--- src/rtl/aes_round_ctrl.sv ---
// aes_round_ctrl: AES-128 round sequencing FSM (INIT, then SUB/UPD per round) driving datapath enables and rcon
module aes_round_ctrl #(
  parameter int NR = 10
) (
  input  logic       clk,
  input  logic       reset,
  input  logic       load,
  input  logic       abort,
  output logic       busy,
  output logic       done,
  output logic [3:0] round,
  output logic       phase,
  output logic       sel_init,
  output logic       sel_last,
  output logic       state_en,
  output logic       key_en,
  output logic [7:0] rcon
);
  typedef enum logic [2:0] {IDLE, INIT, SUB, UPD, DONE} state_t;
  state_t     st;
  logic [3:0] rnd;
  logic [7:0] rc;
  logic       last;
  // state, round counter and round constant advance; abort overrides any load
  always_ff @(posedge clk or posedge reset) begin
    if (reset) begin
      st  <= IDLE;
      rnd <= 4'd0;
      rc  <= 8'h00;
    end else if (abort) begin
      st  <= IDLE;
      rnd <= 4'd0;
      rc  <= 8'h00;
    end else begin
      case (st)
        IDLE, DONE: if (load) begin
          st  <= INIT;
          rnd <= 4'd0;
          rc  <= 8'h00;
        end
        INIT: begin
          st  <= SUB;
          rnd <= 4'd1;
          rc  <= 8'h01;
        end
        SUB: st <= UPD;
        UPD: if (rnd == 4'(NR)) st <= DONE;
        else begin
          st  <= SUB;
          rnd <= rnd + 4'd1;
          rc  <= {rc[6:0], 1'b0} ^ (rc[7] ? 8'h1b : 8'h00);
        end
        default: st <= IDLE;
      endcase
    end
  end
  assign last     = rnd == 4'(NR);
  assign busy     = st == INIT || st == SUB || st == UPD;
  assign done     = st == DONE;
  assign round    = rnd;
  assign phase    = st == INIT || st == UPD;
  assign sel_init = st == INIT;
  assign sel_last = (st == SUB || st == UPD) && last;
  assign state_en = st == INIT || st == UPD;
  assign key_en   = st == INIT || st == UPD;
  assign rcon     = (st == SUB || st == UPD) ? rc : 8'h00;
endmodule

--- config.mk ---
export PLATFORM = sky130hd
export DESIGN_NAME = aes_round_ctrl
export DESIGN_NICKNAME = d
export VERILOG_FILES = /design/src/rtl/aes_round_ctrl.sv
export SDC_FILE = /design/constraint.sdc
export NUM_CORES = 1
export LEC_CHECK = 0
export BUFFER_PORTS_ARGS = -buffer_cell sky130_fd_sc_hd__buf_2
export CAP_MARGIN = 20
export CORE_AREA = 2 2 44 46
export CTS_CLUSTER_DIAMETER = 100
export CTS_CLUSTER_SIZE = 28
export DETAILED_ROUTE_END_ITERATION = 6
export DIE_AREA = 0 0 46 48
export GPL_TIMING_DRIVEN = 0
export PLACE_DENSITY = 0.88
export SLEW_MARGIN = 20
export SYNTH_ARGS = -nofsm -noshare
export SYNTH_HDL_FRONTEND = slang
export SYNTH_SLANG_ARGS = --single-unit
--- constraint.sdc ---
create_clock -name clk -period 2.6 [get_ports clk]
set_input_delay 0 -clock clk [delete_from_list [all_inputs] [get_ports clk]]
set_output_delay 0 -clock clk [all_outputs]
set_load 0.005 [all_outputs]
## After elaboration in Yosys (flattened, before gate mapping)

Index checks and enable logic that the tools add are counted.

- Bits in registers: 15
- Input port bits: 4
- Word-level logic and storage cells: 35

- Add/subtract/negate cells: 1
- Equality and inequality tests: 7
- Mux-type cells: 14
- Bitwise gates (word level): 1
- Reduce and logical (&&, ||, !) cells: 9

Operators by type and width:

| kind | number |
|---|---|
| 8-bit two-way mux | 4 |
| 8-bit case mux with 3 select lines | 1 |
| 4-bit two-way mux | 3 |
| 3-bit case mux with 4 select lines | 1 |
| 4-bit case mux with 3 select lines | 1 |
| 3-bit two-way mux | 3 |
| 8-bit by 5-bit XOR with 8-bit output | 1 |
| 3-bit by 2-bit equality test with 1-bit output (second input constant) | 2 |
| 3-bit != test (second input constant) | 2 |
| 5-bit two-way mux | 1 |
| 4-bit by 1-bit adder with 4-bit output (second input constant) | 1 |
| 4-bit equality test (second input constant) | 1 |
| 1-bit logical OR | 4 |
| 4-bit nonzero test | 1 |
| 3-bit by 1-bit equality test with 1-bit output (second input constant) | 1 |
| 3-bit equality test (second input constant) | 1 |
| 3-bit zero test | 1 |
| 3-bit AND reduction | 1 |
| 2-bit OR reduction | 1 |
| 1-bit logical AND | 1 |

## Logic depth before layout (Yosys ltp)

Gate-level depths: netlist of the first run.

- Word-level depth: 5
- Mapped depth: 6
- Mapped depth without buffers: 5

## Least setup slack after synthesis of the first run

No wires, ideal clock.

- Path type: register to register
- Start point: reg rnd[0] (netlist: round[0])
- End point: reg rc[0]
- Arrival: 1.567 ns
- Required time: 2.475 ns
- Setup slack: 0.908 ns
- Cell stages (with the launch flop): 7
- Path buffers: 1
- Period minus slack after synthesis: 1.692 ns
- Cell sequence: dfrtp_1 inv_1 ha_1 nand4b_1 a221o_1 buf_6 mux2_4

- Cells in the longest elaborated chain, start to end: 3

RTL lines:

| element | line | text |
|---|---|---|
| start: declaration | 21 | `logic [3:0] rnd;` |
| start signal: assignment | 50 | `rnd <= rnd + 4'd1;` |
| 4-bit equality test | 47 | `UPD: if (rnd == 4'(NR)) st <= DONE;` |
| 3-bit != test (no source line) | - |  |
| 3-bit AND reduction (no source line) | - |  |
| end signal: assignment | 51 | `rc <= {rc[6:0], 1'b0} ^ (rc[7] ? 8'h1b : 8'h00);` |
| end: declaration | 22 | `logic [7:0] rc;` |

Every way passes these cells.
A chain may end at the register's enable or synchronous reset.

## Worst setup path after layout of the first run

- Start point: reg rnd[0] (netlist: round[0])
- End point: reg rc[4]

Same word-level chain as after synthesis.

==> impl_metrics.ini, run 1 <==
[die]
chipHeight_um = 48
die-area_sq_mm = 0.002208
standard_cell_row_count = 15
coreArea_sq_mm = 0.001689
dieWidth_um = 46
floorplan.io_pins = 23
initial_core_util_pct = 52.37

[placed_design]
numPortBuffers = 21
dpl.hpwl_um = 1287
place_inst = 123
gp_congestion = 0.8240

[power]
power.static_leakage_nw = 0.5630
largest_vdd_supply_drop_mv = 0.2942
pwr_density_cell_mw_per_mm2 = 429.1

[sta]
final.setup_skew_ns = 0.006802
setup_violating_endpoint_count_in_the_final_report = 0
min_period_over_period_pct = 69.71
slew_violations = 0
unrepaired_setup_endpoints_after_global_routing = false
timing.final.crit_period_ns = 1.812
max_freq_mhz = 551.8
timing.slew.headroom_pct = 61.41
timing_worst_slew_pin_value_ns = 0.5781
tns_ns = 0
hold_viol = 0

[route]
drt-wirelength-per-cell_um = 14.12
route.final.wire_length_um = 1835
detail_route.drc_violations = 0
routed-via-count = 720
pre_antenna_drt_iters = 4
average_vias_per_placed_instance = 5.538
drt_first_iter_violations = 9
drtAntennaViolNets = 0

[yosys]
yosys_warnings = 0
post-synth-top-count-cell = dfrtp_1
postSynthCellCount = 85
synth_nets = 91
yosysSeqAreaShare_pct = 42.43
synth-seq-cells = 15
post_synth_num_cell_types = 36
most_common_flop_cell_mapped_by_yosys = dfrtp_1
ys_top_cells_by_area = dfrtp_1 (42%), mux2_4 (6.8%), and2_1 (6.4%)
syn_area_sq_um = 884.6
synth_top_cell_area_share_pct = 42.43
synth_edf_count = 0
synth.avg_cell_area_sq_um = 10.41
netlist.top_cell.by_area = dfrtp_1
asyncSetResetFlopFracSynth_pct = 100.0
yosys-top-cells-count = dfrtp_1 (15), and2_1 (9), nor2_1 (7)

[hold_path]
class_of_the_worst_hold_path = in2async

[clock_tree]
worst_setup_hold_path_clk_slew_ns = 0.09
tritoncts.num_buffers = 3
cts_stage_hold_buffer_count = 3
root_buffer = clkbuf_4
cts_tree = yes
clock_latency_ns = 0.28
post_cts_repair_timing_setup_buffer_count = 0
h_tree_levels = 1
post_cts_resized = 0
cts.sink_count = 15
clock_tree_buffer_depth = 2

[setup_path]
worst_path_max_delay_cell = dfrtp_1
worstPathArrival_ns = 1.97
r2r_slack_ns = 0.79
r2r-start = round[0]
reg2regPathDepth = 6
critPathRequiredTime_ns = 2.76
crit_chain = inv_1 > ha_1 > nand4b_1 > a221o_1 > buf_6 > mux2_4
endpoint_kind = register
path_class = reg2reg
capture_instance_of_the_worst_register_to_register_path = rc[4]
worst_path_largest_cell_delay_ns = 0.44
worst_path_maximum_fanout = 7
worst_setup_path_start_kind = register

[final_layout]
ratio_of_cells_with_drive_above_1_in_the_final_layout_pct = 31.86
area_delta_synth_final_pct = 20.65
final_net_count = 120
number_of_filler_cells_placed_in_the_layout = 152
n_antenna_cell = 0
final_cell_count_no_fill = 130

[grt]
grt_antenna_before_repair = 0
global_route.usage.total_pct = 19.56
global_route.overflow_total = 0
grt_pass1_vias = 682
grt_max_degree = 16
grt_first_pass_wirelength_um = 3056

[status]
outcome = finished, final reports clean

[job]
maxCapViolCount = 0
-- metrics by stage --
stage	util (%)	hold slack (ns)	setup WS (ns)	power, mW	area, sq um
finish	63.19	0.3203	0.7876	0.4579	1067
global route	63.19	0.3872	0.6855	0.4804	1067
CTS	63.19	0.3306	0.7871	0.4614	1067
detailed placement	59.85	0.07807	0.7966	0.3282	1011
global placement	59.85	0.06587	0.8364	0.3258	1011
floorplan	-	-0.09852	0.9081	0.3049	884.6
-- kinds of logic after synthesis --
kind of cell	count (synthesis)	synth area share, %
flip-flops	15	42.43
multiplexers	5	7.921
AO/OA/AOI/OAI	13	12.87
XOR/XNOR	3	2.971
AND/OR/NAND/NOR	34	23.20
buffers and inverters	13	7.779
adder cells (fa/ha/maj)	2	2.828
-- final cells by class --
type                    count  area, sq um  share of cell area (%)
inverters                   7        28.78                   2.696
multi-input cells          57        440.4                   41.27
well taps                  17        21.27                   1.993
repair buffers             24        135.1                   12.66
plain buffers               6        40.04                   3.751
clock buffers               4        26.28                   2.462
flip-flops and latches     15        375.4                   35.17
-- critical path, delay by kind of cell, from the launching register on --
kind | cells | cell delay (ns)
compound gates | 1 | 0.38
fa+ha+maj | 1 | 0.18
buf+inv | 2 | 0.26
flops | 1 | 0.44
mux | 1 | 0.29
simple gates | 1 | 0.14
-- worst max-delay path by stage --
| stage | startpoint | to | slack (ns) |
|---|---|---|---|
| 2_1_floorplan | round[0] | rc[0] | 0.91 |
| 3_3_place_gp | round[0] | rc[4] | 0.84 |
| 3_5_place_dp | round[0] | rc[3] | 0.80 |
| 4_1_cts | round[0] | rc[3] | 0.79 |
| 5_1_grt | round[0] | rc[3] | 0.69 |
| 6_report | round[0] | rc[4] | 0.79 |
-- layout by cell type (no fill, tap or decap), types with 2 or more instances in the layout --
master,instances
ha_1,2
a22o_1,5
nand2_1,4
xnor2_1,3
mux2_4,4
inv_1,6
clkbuf_1,2
clkbuf_4,3
buf_4,2
nor3_1,2
and2_1,9
dlygate4sd3_1,3
nor2_1,7
dfrtp_1,15
buf_2,23
-- state kept, by name, summed over array words and instances (netlist names) --
name,flops
rc,8
round,4
st,3
-- power breakdown --
| part | switching [mW] | total (mW) | internal, mW |
|---|---|---|---|
| clock network | 0.0709 | 0.130 | 0.0594 |
| logic | 0.0450 | 0.0818 | 0.0368 |
| registers | 0.00721 | 0.246 | 0.239 |
| total | 0.123 | 0.458 | 0.335 |
-- routing by layer --
metal	up-vias	track usage, %	routed length, um
met1	346	25.93	852
met3	4	3.396	64
met5	-	0	0
met2	16	32.22	890
met4	0	6.857	27
li1	354	-	-
Power figures use the tool's default switching activity.
==> run 2: changes to the inputs <==
Settings changed: CORE_AREA 2 2 44 46 to 2 2 46 48, DIE_AREA 0 0 46 48 to 0 0 48 50, PLACE_DENSITY 0.88 to 0.82.
Clock period 2.6 ns to 1.75 ns, I/O delays scaled along.
==> run 2 against run 1 <==
Net effect: register-to-register slack lost 0.73 ns; clock skew shrank 0.0058 ns; routed wire length grew 7.6%; core utilization shrank 5.4 points; setup slack lost 0.73 ns; final cell count grew 9.2%; count of clock-buffer cells in the layout is the same; critical path type unchanged; critical endpoint unchanged; largest power group unchanged.
==> impl_metrics.ini, run 2 (synthesized netlist as in run 1, its figures left out) <==
[status]
outcome = finished, final reports clean

[placed_design]
numPortBuffers = 21
dpl.hpwl_um = 1371
gp_congestion = 0.8467

[die]
coreArea_sq_mm = 0.001902
initial_core_util_pct = 46.51
dieWidth_um = 48
chipHeight_um = 50
standard_cell_row_count = 16
floorplan.io_pins = 23
die-area_sq_mm = 0.002400

[setup_path]
worst_path_max_delay_cell = dfrtp_1
critPathTopFamily = flip-flops
worst_path_largest_cell_delay_ns = 0.40
crit_buf_inv = 2
critPathRequiredTime_ns = 1.92
worstPathArrival_ns = 1.86
worst_setup_path_start_kind = register
endpoint_kind = register
path_class = reg2reg
crit_chain = inv_2 > ha_2 > nand4b_1 > a221o_1 > buf_6 > mux2_4
r2r_slack_ns = 0.06
worst_path_maximum_fanout = 7

[sta]
timing.final.crit_period_ns = 1.691
max_freq_mhz = 591.4
setup_violating_endpoint_count_in_the_final_report = 0
timing.hold.ws_ns = 0.3154
unrepaired_setup_endpoints_after_global_routing = false
tns_ns = 0
timing.slew.headroom_pct = 62.01
slew_violations = 0
min_period_over_period_pct = 96.62
hold_viol = 0
final.setup_skew_ns = 0.001048
timing_worst_slew_pin_value_ns = 0.5693

[route]
drt_first_iter_violations = 16
average_vias_per_placed_instance = 5.289
route.final.wire_length_um = 1974
detail_route.drc_violations = 0
pre_antenna_drt_iters = 4
drt-wirelength-per-cell_um = 13.90
routed-via-count = 751
drtAntennaViolNets = 0

[final_layout]
biggest_register = rc
area_delta_synth_final_pct = 24.19
final_net_count = 122
number_of_flip_flops_in_the_largest_register = 8
mostFrequentLayoutCell = buf_2
number_of_filler_cells_placed_in_the_layout = 169
ratio_of_cells_with_drive_above_1_in_the_final_layout_pct = 35.65
n_antenna_cell = 0
mostFrequentLayoutCells = buf_2 (23), dfrtp_1 (14), and2_1 (9)

[clock_tree]
tritoncts.num_buffers = 3
worst_setup_hold_path_clk_slew_ns = 0.09
clock_tree_buffer_depth = 2
cts_tree = yes
h_tree_levels = 1
cts.sink_count = 15
root_buffer = clkbuf_4
clock_latency_ns = 0.28

[grt]
global_route.overflow_total = 0
global_route.usage.total_pct = 19.24
grt_max_degree = 16
grt_first_pass_wirelength_um = 3360
grt_pass1_vias = 756
grt_antenna_before_repair = 0

[hold_path]
class_of_the_worst_hold_path = in2async

[job]
maxCapViolCount = 0

[power]
power.static_leakage_nw = 0.5708
largest_vdd_supply_drop_mv = 0.4319
pwr_density_cell_mw_per_mm2 = 629.4
[run 2: cell count changes in the layout (fill, tap and decap cells not counted), sizes merged]
| cell | change |
|---|---|
| buf | +2 |
[run 2: report_power, final]
| group | total [mW] | switching, mW | internal [mW] |
|---|---|---|---|
| clock | 0.199 | 0.111 | 0.0884 |
| combinational | 0.129 | 0.0711 | 0.0576 |
| sequential | 0.364 | 0.00906 | 0.355 |
| total | 0.691 | 0.191 | 0.501 |
[run 2: metrics by stage]
step	power [mW]	instances	util, %	worst slack (ns)	instance area, sq um
after floorplan	0.4530	85	-	0.05813	884.6
after global placement	0.4844	133	53.82	-0.01167	1023
after detailed placement	0.4886	133	53.82	-0.03822	1023
after CTS	0.6917	141	57.17	0.03075	1087
after global routing	0.7253	142	57.76	0.001133	1099
final	0.6914	142	57.76	0.05907	1099
[run 2: path summary, 6_finish.rpt]
check / endpoint / cells after the start / startpoint
min in group clk: rc[6] / 1 / rc[5]
max in group asynchronous: round[1] / 3 / reset
setup reg to reg: rc[4] / 6 / round[0]
hold reg to reg: rc[6] / 1 / rc[5]
setup / recovery: rc[4] / 6 / round[0]
hold / removal: rc[5] / 3 / reset
[run 2: worst reg2reg max path, stage by stage, from the launching register on]
cell and delay, ns:
dfrtp_1 0.40, inv_2 0.06, ha_2 0.18, nand4b_1 0.14, a221o_1 0.36, buf_6 0.15, mux2_4 0.29
[run 2: final cells by class]
class | instances | area, sq um | area share, %
Inverter | 7 | 28.78 | 2.620
Tap cell | 27 | 33.78 | 3.075
Sequential cell | 15 | 376.6 | 34.28
Multi-Input combinational cell | 57 | 442.9 | 40.32
Buffer | 6 | 40.04 | 3.645
Timing Repair Buffer | 26 | 150.1 | 13.67
Clock buffer | 4 | 26.28 | 2.392
[run 2: what timing repair did]
item / CTS / global route
buffers inserted: 1 / 1
hold endpoints to repair: 18 / 0
resized for setup: 0 / 3
pin swaps: 0 / 1
gates cloned: 0 / 0
setup endpoints to repair: 4 / 4
hold buffers: 3 / 0
[run 2: routing by layer]
layer	routed length (um)	GRT usage, %	share of wire [%]	vias to the layer above
li1	-	-	-	356
met1	826	24.83	42	360
met2	1023	30.22	52	31
met3	102	4.762	5.2	4
met4	21	6.757	1.1	0
met5	0	0	0	-
==> run 3: changes to the inputs <==
Settings changed: CORE_AREA 2 2 46 48 to 2 2 44 46, CTS_BUF_LIST set to sky130_fd_sc_hd__clkbuf_2 sky130_fd_sc_hd__clkbuf_4 sky130_fd_sc_hd__clkbuf_8, DIE_AREA 0 0 48 50 to 0 0 46 48, PLACE_DENSITY 0.82 to 0.88, RECOVER_POWER set to 100.
==> run 3 against run 2 <==
Net effect: sequential cell count unchanged; die area shrank 8.0%; largest cell class unchanged; highest routed layer unchanged; first-iteration DRC count fell by 44%; worst hold slack improved by 0.0018 ns; fmax about the same; combinational power about the same; count of clock-buffer cells in the layout is the same; via count shrank 2.1%.
==> impl_metrics.ini, run 3 (synthesized netlist as in run 1, its figures left out) <==
[status]
outcome = finished, final reports clean

[sta]
timing.slew.headroom_pct = 61.82
max_freq_mhz = 591.5
timing.final.crit_period_ns = 1.691
setup_violating_endpoint_count_in_the_final_report = 0
min_period_over_period_pct = 96.61
tns_ns = 0
timing.hold.ws_ns = 0.3172
hold_viol = 0
final.setup_skew_ns = 0.005701
slew_violations = 0
timing_worst_slew_pin_value_ns = 0.5721

[route]
drt_first_iter_violations = 9
route.final.wire_length_um = 1874
drt-wirelength-per-cell_um = 14.20
average_vias_per_placed_instance = 5.568
pre_antenna_drt_iters = 4
detail_route.drc_violations = 0
routed-via-count = 735
drtAntennaViolNets = 0

[placed_design]
place_inst = 123
dpl.hpwl_um = 1287
gp_congestion = 0.8240
numPortBuffers = 21

[grt]
grt_first_pass_wirelength_um = 3084
globalRoute.busiestLayer = met2
grt_util_met2_pct = 32.50
global_route.usage.total_pct = 19.72
grt_pass1_vias = 690
grt_antenna_before_repair = 0
grt_max_degree = 16
use_met1_pct = 26.17
met3_routing_resource_usage_after_global_routing_pct = 3.396
global_route.overflow_total = 0

[final_layout]
final_net_count = 122
finish.utilization_pct = 64.22
area_delta_synth_final_pct = 22.63
number_of_flip_flops_in_the_largest_register = 8
mostFrequentLayoutCells = dfrtp_1 (15), buf_2 (14), and2_1 (9), clkbuf_1 (9), nor2_1 (7)
mostFrequentLayoutCell = dfrtp_1
ratio_of_cells_with_drive_above_1_in_the_final_layout_pct = 26.96
n_antenna_cell = 0
final_cell_count_no_fill = 132
biggest_register = rc

[setup_path]
r2r-start = round[0]
reg2regPathDepth = 6
worst_path_largest_cell_delay_ns = 0.39
crit_buf_inv = 2
worst_path_maximum_fanout = 7
worstPathArrival_ns = 1.85
critPathRequiredTime_ns = 1.91
worst_setup_path_start_kind = register
endpoint_kind = register
worst_path_max_delay_cell = dfrtp_1
crit_chain = inv_1 > ha_1 > nand4b_1 > a221o_1 > buf_6 > mux2_4
path_class = reg2reg
critical_path_depth = 6
worstSetupStartpoint = round[0]
critPathTopFamily = flip-flops

[die]
die-area_sq_mm = 0.002208
standard_cell_row_count = 15
floorplan.io_pins = 23
coreArea_sq_mm = 0.001689
dieWidth_um = 46
chipHeight_um = 48
initial_core_util_pct = 52.37

[clock_tree]
cts.sink_count = 15
root_buffer = clkbuf_4
tritoncts.num_buffers = 3
cts_tree = yes
h_tree_levels = 1
clock_tree_buffer_depth = 2
worst_setup_hold_path_clk_slew_ns = 0.09
clock_latency_ns = 0.28

[job]
maxCapViolCount = 0

[power]
largest_vdd_supply_drop_mv = 0.4406
share_comb_of_total_power_pct = 18.4
pwr_density_cell_mw_per_mm2 = 647.9
power_frac_seq_pct = 51.7
report.power.total_uw = 702.9
internal-power_uw = 515.9
clockPowerShare_pct = 29.9
net-switching-power_uw = 187.0
sw_frac_of_total_pct = 26.60
power.static_leakage_nw = 0.5420

[hold_path]
class_of_the_worst_hold_path = in2async
## run 3: changes by cell type in the layout (fill, tap and decap cells not counted), sizes merged
cell / delta
buf: -11
clkbuf: +11
## run 3: through the flow
| step | area, sq um | setup WS, ns |
|---|---|---|
| floorplan | 884.6 | 0.05813 |
| global placement | 1011 | -0.01363 |
| detailed placement | 1011 | -0.05336 |
| CTS | 1079 | 0.008102 |
| global route | 1085 | -0.02607 |
| finish | 1085 | 0.05933 |
## run 3: final timing paths
check	end	slack (ns)
max in group asynchronous	rc[2]	1.06
max	rc[4]	0.06
min in group clk	rc[6]	0.52
min	round[2]	0.32
max reg2reg	rc[4]	0.06
min reg2reg	rc[6]	0.52
## run 3: timing repair
item / 4_1_cts / 5_1_grt
resized for setup: 0 / 2
endpoints found under the setup margin: 4 / 4
buffers inserted: 1 / 1
pin swaps: 0 / 1
hold buffers: 3 / 0
hold endpoints to repair: 17 / 0
## run 3: final cells by class
type | count | area, sq um
Multi-Input combinational cell | 57 | 451.7
Fill cell | 153 | 604.3
Buffer | 6 | 40.04
Inverter | 7 | 28.78
Tap cell | 17 | 21.27
Clock buffer | 4 | 30.03
Timing Repair Buffer | 26 | 137.6
Sequential cell | 15 | 375.4
## run 3: per-layer routing
layer  part of all wire [%]  vias to the layer above
li1                       -                      357
met1                     47                      358
met2                     49                       16
met3                    3.3                        4
met4                    1.4                        0
met5                      0                        -
## run 3: tightest hold or removal path, delay by kind of cell
family / cells / cell delay (ns)
buffers and inverters: 3 / 1.07
## run 3: power groups by stage
stage / Sequential, mW / Clock (mW) / Combinational (mW)
2_1_floorplan: 0.370 / 0 / 0.0829
3_3_place_gp: 0.371 / 0 / 0.113
3_5_place_dp: 0.372 / 0 / 0.115
4_1_cts: 0.363 / 0.215 / 0.126
5_1_grt: 0.365 / 0.228 / 0.144
6_report: 0.363 / 0.210 / 0.129
